$ cat src/rtl/ifetch_unit.sv
// Instruction fetch unit: fetch PC, combinational instruction memory port, 2-entry {pc, word} buffer.
// Optional address bounds check with fault/halt enabled by `IFETCH_BOUNDS_CHECK_EN; `MEM_DEPTH sets the default memory size.
`ifndef MEM_DEPTH
`define MEM_DEPTH 4096
`endif

module ifetch_unit #(
    parameter logic [31:0] START_ADDR = 32'h0100_0000,
    parameter int unsigned MEM_DEPTH  = `MEM_DEPTH
) (
    input  logic        clock,
    input  logic        reset,
    output logic [31:0] imem_address,
    output logic        imem_read_write,
    input  logic [31:0] imem_data_in,
    input  logic        redirect_valid,
    input  logic [31:0] redirect_pc,
    output logic        inst_valid,
    input  logic        inst_ready,
    output logic [31:0] inst_pc,
    output logic [31:0] inst_word,
    output logic        fetch_fault
);

    typedef enum logic {RUN, HALT} state_t;

    typedef struct packed {
        logic [31:0] pc;
        logic [31:0] word;
    } entry_t;

    state_t      state;
    state_t      state_next;
    logic        fetch_en;
    logic [31:0] pc;
    logic [1:0]  count;
    entry_t      fifo [2];
    entry_t      fetched;
    logic        pop;
    logic        room;
    logic        eligible;
    logic        bad_pc;
    logic        push;
    logic        fault_take;

    assign imem_address    = pc;
    assign imem_read_write = 1'b0;

    assign inst_valid = (count != 2'd0);
    assign inst_pc    = inst_valid ? fifo[0].pc   : 32'd0;
    assign inst_word  = inst_valid ? fifo[0].word : 32'd0;

`ifdef IFETCH_BOUNDS_CHECK_EN
    logic [32:0] span;
    assign span   = {1'b0, pc - START_ADDR} + 33'd3;
    assign bad_pc = (pc[1:0] != 2'b00) || (pc < START_ADDR) || (span >= 33'(MEM_DEPTH));
`else
    assign bad_pc = 1'b0;
`endif

    // A full buffer still has room when the head leaves on the same edge.
    assign pop        = inst_valid && inst_ready;
    assign room       = (count != 2'd2) || pop;
    assign eligible   = fetch_en && !redirect_valid && room;
    assign push       = eligible && !bad_pc;
    assign fault_take = eligible && bad_pc;
    assign fetched    = '{pc: pc, word: imem_data_in};

    // NOTE: sequential state uses non-blocking (<=) so every flop samples pre-edge values.
    always_ff @(posedge clock) begin
        if (reset) begin
            state <= RUN;
        end else begin
            state <= state_next;
        end
    end

    // NOTE: every always_comb output gets a default first, so no path can infer a latch.
    always_comb begin
        state_next = state;
        if (redirect_valid) begin
            state_next = RUN;
        end else if (fault_take) begin
            state_next = HALT;
        end
    end

    always_comb begin
        fetch_en = (state == RUN);
`ifdef IFETCH_BOUNDS_CHECK_EN
        fetch_fault = (state == HALT);
`else
        fetch_fault = 1'b0;
`endif
    end

    // NOTE: buffer storage is not reset; count gates every read, so stale data never escapes.
    always_ff @(posedge clock) begin
        if (reset) begin
            pc    <= START_ADDR;
            count <= 2'd0;
        end else if (redirect_valid) begin
            pc    <= redirect_pc;
            count <= 2'd0;
        end else begin
            if (push) begin
                pc <= pc + 32'd4;
            end
            case ({push, pop})
                2'b10: begin
                    fifo[count[0]] <= fetched;
                    count          <= count + 2'd1;
                end
                2'b01: begin
                    fifo[0] <= fifo[1];
                    count   <= count - 2'd1;
                end
                2'b11: begin
                    if (count == 2'd2) begin
                        fifo[0] <= fifo[1];
                        fifo[1] <= fetched;
                    end else begin
                        fifo[0] <= fetched;
                    end
                end
                default: ;
            endcase
        end
    end

endmodule

$ cat config.mk
export PLATFORM = sky130hd
export DESIGN_NAME = ifetch_unit
export DESIGN_NICKNAME = d
export VERILOG_FILES = /design/src/rtl/ifetch_unit.sv
export SDC_FILE = /design/constraint.sdc
export NUM_CORES = 1
export LEC_CHECK = 0
export BUFFER_PORTS_ARGS = -buffer_cell sky130_fd_sc_hd__clkbuf_2
export CAP_MARGIN = 10
export CORE_MARGIN = 4
export CORE_UTILIZATION = 45
export DETAILED_ROUTE_END_ITERATION = 6
export HOLD_SLACK_MARGIN = 0.1
export PLACE_DENSITY = 0.69
export RECOVER_POWER = 50
export SYNTH_ARGS = -nofsm -noshare
export SYNTH_HDL_FRONTEND = slang
export SYNTH_SLANG_ARGS = --single-unit
$ cat constraint.sdc
create_clock -name clock -period 8.6 [get_ports clock]
set_clock_uncertainty 0.15 [all_clocks]
set_input_delay 2.15 -clock clock [delete_from_list [all_inputs] [get_ports clock]]
set_output_delay 2.15 -clock clock [all_outputs]
set_load 0.01 [all_outputs]
== Yosys cells after proc, flatten, opt, wreduce, memory -nomap -nowiden ==
Memory sizes are Yosys's and may differ from the RTL's.
Index checks and enable logic that the tools add are counted.
Word-level totals
  bits of input ports: 68
  ROM bits: 0
  memory bits (writable): 128
  memories: 1
  bits in latches: 0
  register bits: 34
  word-level logic and storage cells: 50
Cells by class
  bitwise logic cells: 2
  add/sub/neg operators: 3
  $mul: 0
  order comparisons: 0
  muxes and demuxes: 28
  reduce and logical (&&, ||, !) cells: 9
  shifts and indexed selects: 0
  equal/unequal tests: 5
  div/mod/pow operators: 0
Memory list
  fifo: depth 2, width 64, rd ports 2, clocked after memory_dff 0, wr ports 2, line 37  | entry_t fifo [2];
Operators with widths (number)
  $mux W64: 3
  $mux W32: 4
  $reduce_or A64 Y1: 1
  $add A32 B3 Y32 const B: 1
  $mux W1: 20
  $eq A2 B2 Y1 const B: 3
  $reduce_bool A2 Y1: 3
  $pmux W2 S2: 1
  $add A2 B1 Y2 const B: 1
  $eq A2 B1 Y1 const B: 1
  $logic_and A1 B1 Y1: 2
  $ne A2 B2 Y1 const B: 1
  $or A1 B1 Y1: 2
  $reduce_or A2 Y1: 1
  $sub A2 B1 Y2 const B: 1
  $logic_not A1 Y1: 1
  $logic_or A1 B1 Y1: 1

== Depth between registers and ports, before layout ==
  depth in word-level cells: 13
  mapped depth: 6

== Least setup slack after synthesis ==
No wires, ideal clock.
  path kind: input port to flip-flop
  start: input redirect_valid
  end: memory fifo[1][0] (netlist bit) (enable)
  slack: 0.513 ns
  stages on the path: 3
  arrival: 7.356 ns
  cells stage by stage: clkbuf_1 clkbuf_1 a211oi_1
RTL lines
  from (decl): line 16  | input logic redirect_valid,
  to (decl): line 37

==> reports/qor.csv <==
stage,metric,value,unit
logic_synthesis,mapped cell area,7060,um^2
cts,Sink Count,162,
logic_synthesis,"top cells by area, synth","edfxtp_1, mux2_2, dfxtp_1",
power,switch share,21.9,%
global_route,Congestion Overflow GR,0,
cts,CTS tree,yes,
floorplan,Die Span Y,133,um
setup_path,Critical Path RT,8.44,ns
logic_synthesis,ys flop type,edfxtp_1,
drt,Total Routed Length,16.1,mm
floorplan,Starting Density,46.1,%
layout,Area growth syn-to-layout,21.2,%
sta,period utilisation layout,61.6,%
cts,maximum buffer depth of the clock tree,2,
global_route,Total Routing Usage GR,18.4,%
sta,Worst-Margin Slew,2.64,ns
sta,final hold vios,0,
global_route,initial antenna violation count,0,
sta,Total Negative Setup Slacks,0,ns
power,pwr dens,215,nW/um^2
layout,"leading cell type in the layout, fill and taps excluded",edfxtp_1,
global_route,largest net degree at the start of global routing,56,
status,status,"complete, but fails checks",
cts,CTS Buf Count,17,
global_route,met3 Resource Use GR,4.95,%
power,VDD IR-drop max,0.130,mV
setup_path,R2R depth,4,
cts,H-Tree Depth,4,
drt,Final ANT Viol Nets,0,
logic_synthesis,YS warnings,0,
hold_path,hold_sp,imem_address[0]$_SDFFE_PP0P_,
hold_path,hold-critical path endpoint,fifo[1][32]$_DFFE_PP_,
cts,Clock transition at path regs,0.06,ns
cts,hold_buf cts,0,
logic_synthesis,sequential share of the synthesized area,64.0,%
setup_path,"Data arrival, critical path",5.13,ns
logic_synthesis,Seq cells post-synth,162,
layout,layout cells sized above 1,29.9,%
cts,CTS resizes,0,
drt,vias,4939,
sta,Period minus WS final,5.30,ns
floorplan,Rows,45,
power,Logic pwr share,7.1,%
drt,Initial DRC Count,273,
placed_design,DP HPWL,11.0,mm
power,Clk pwr share,43.5,%
setup_path,critical path class,input pin to flip-flop,
setup_path,Crit. End Element,flip-flop,
layout,Antenna Cells,0,
drt,first drt pass iteration count,4,
drt,DR WL/cell,17.8,um
hold_path,Hold Path Class,flip-flop to flip-flop,
cts,CTS root buf,clkbuf_16,
logic_synthesis,Syn Area/Cell,13.4,um^2
global_route,met2 usage in global routing,29.1,%
setup_path,RR Endpoint,fifo[0][54]$_DFFE_PP_,
global_route,GRT Max-Usage Layer,met2,
setup_path,crit start category,input pin,
run,max-cap violations,2,
hold_path,worst hold stages,0,
placed_design,Placer Congestion,0.877,
global_route,first-pass GRT wire length,25.8,mm
sta,RSZ-0062 raised after global routing,no,
power,internal power,0.00144,W
cts,Post-CTS Setup Inserts,0,
sta,max-slew violations,84,
floorplan,boundary pin count,167,
placed_design,Post-Place Cells,872,
power,sequential power share,49.3,%
setup_path,r2r setup slk,5.27,ns
setup_path,Crit. Startpoint,reset,
status,violated checks,"capacitance limit, slew limit",
cts,"Clk Latency, worst-skew pair",0.42,ns
floorplan,die area,17800,um^2
logic_synthesis,leading area contributor after synthesis,edfxtp_1,
layout,most frequent cells in the layout,"edfxtp_1, clkbuf_2, and2_1, clkbuf_1, mux2_2",
layout,Nets,749,
layout,count of non-filler cells in the finished layout,904,
sta,final setup violation count,0,
sta,Rel. slew slack,-76.0,%
global_route,vias in the first global route,5058,
logic_synthesis,"EDFF count, synth",128,
logic_synthesis,Async SR Flop Fraction,0,%
logic_synthesis,Cells after Synth,526,
logic_synthesis,Yosys cell types,51,
drt,Vias/cell,5.46,
setup_path,worst r2r src,count[1]$_SDFFE_PP0P_,
global_route,GR Util met1,24.2,%
sta,Max Freq,189,MHz
floorplan,die width,133,um
logic_synthesis,Synth top area share,54.4,%
drt,Residual DRC,0,
setup_path,CP max FO,47,
power,leak pwr,3.05,nW
floorplan,core area,15300,um^2
placed_design,IO buf count,164,
layout,# fillers,1358,
power,net switching power,0.000404,W
## per-stage QoR
step | cell area [um^2] | setup slack, ns | hold WS [ns] | total power, W | util [%]
CTS | 8670 | 3.90 | 0.342 | 0.00187 | 56.6
global route | 8560 | 2.87 | 0.359 | 0.00191 | 55.9
floorplan | 7070 | 0.513 | 0.346 | 0.000997 | -
global placement | 8030 | 3.48 | 0.336 | 0.00106 | 52.5
detailed placement | 8030 | 3.43 | 0.326 | 0.00106 | 52.5
finish | 8560 | 3.30 | 0.343 | 0.00184 | 55.9
## how the worst max path moves through the flow
| stage | to | slack (ns) | cells past startpoint |
|---|---|---|---|
| after CTS | fifo[0][49]$_DFFE_PP_ | 3.90 | 4 |
| after floorplan | fifo[1][0]$_DFFE_PP_ | 0.51 | 3 |
| final | fifo[0][54]$_DFFE_PP_ | 3.30 | 3 |
| after global routing | fifo[0][54]$_DFFE_PP_ | 2.87 | 3 |
| after detailed placement | fifo[0][49]$_DFFE_PP_ | 3.43 | 4 |
| after global placement | fifo[0][51]$_DFFE_PP_ | 3.48 | 4 |
## power by group through the flow
| stage | sequential [W] | combinational [W] | clock, W |
|---|---|---|---|
| 6_report | 0.000908 | 0.000132 | 0.000801 |
| 5_1_grt | 0.000912 | 0.000146 | 0.000856 |
| 4_1_cts | 0.000907 | 0.000140 | 0.000819 |
| 3_5_place_dp | 0.000924 | 0.000139 | 0 |
| 3_3_place_gp | 0.000922 | 0.000135 | 0 |
| 2_1_floorplan | 0.000920 | 0.0000765 | 0 |
## metal layers
layer	vias up	routed length [um]
met5	-	0
met1	2411	7130
li1	2298	-
met3	25	1140
met2	205	7510
met4	0	300
## final cells by class
cell class	count	area, um^2	area share (%)
inverters	8	30.0	0.351
well taps	211	264	3.08
flip-flops and latches	162	4520	52.8
repair buffers	170	778	9.09
multi-input cells	321	2330	27.2
clock buffers	19	453	5.29
clock inverters	13	183	2.13
## Yosys cell counts (4+ instances only)
cell,number
nor4_1,4
or4_1,10
o31ai_1,11
nand4_1,14
dfxtp_1,34
a311oi_1,11
xor2_1,6
xnor2_1,5
nor2_1,27
inv_1,7
nor3_1,10
mux2_2,61
a211oi_1,9
edfxtp_1,128
or4_2,4
nand3_1,14
and3_1,6
o21ai_0,13
clkbuf_1,23
nand2_1,15
and2_1,66
## sequential cells by signal, indices dropped and copies added, names as in the netlist
signal	cells
count	2
fifo	128
imem_address	32
## cells by family (layout without fill, tap and decap cells)
kind of cell    Yosys count  count (layout)  synth area share (%)
simple gates            187             187                  15.5
compound gates           57              57                  5.81
other cells               1               2                0.0531
buf+inv                  44             210                  3.06
fa+ha+maj                 1               1                 0.177
mux                      63              63                  10.0
xor+xnor                 11              11                  1.36
flops                   162             162                  64.0
## critical path, cell delays in order
cell      delay [ns]
clkbuf_1        0.59
nor3_1          0.44
clkbuf_1        1.91
No activity file was read; power rests on OpenSTA's default activity.
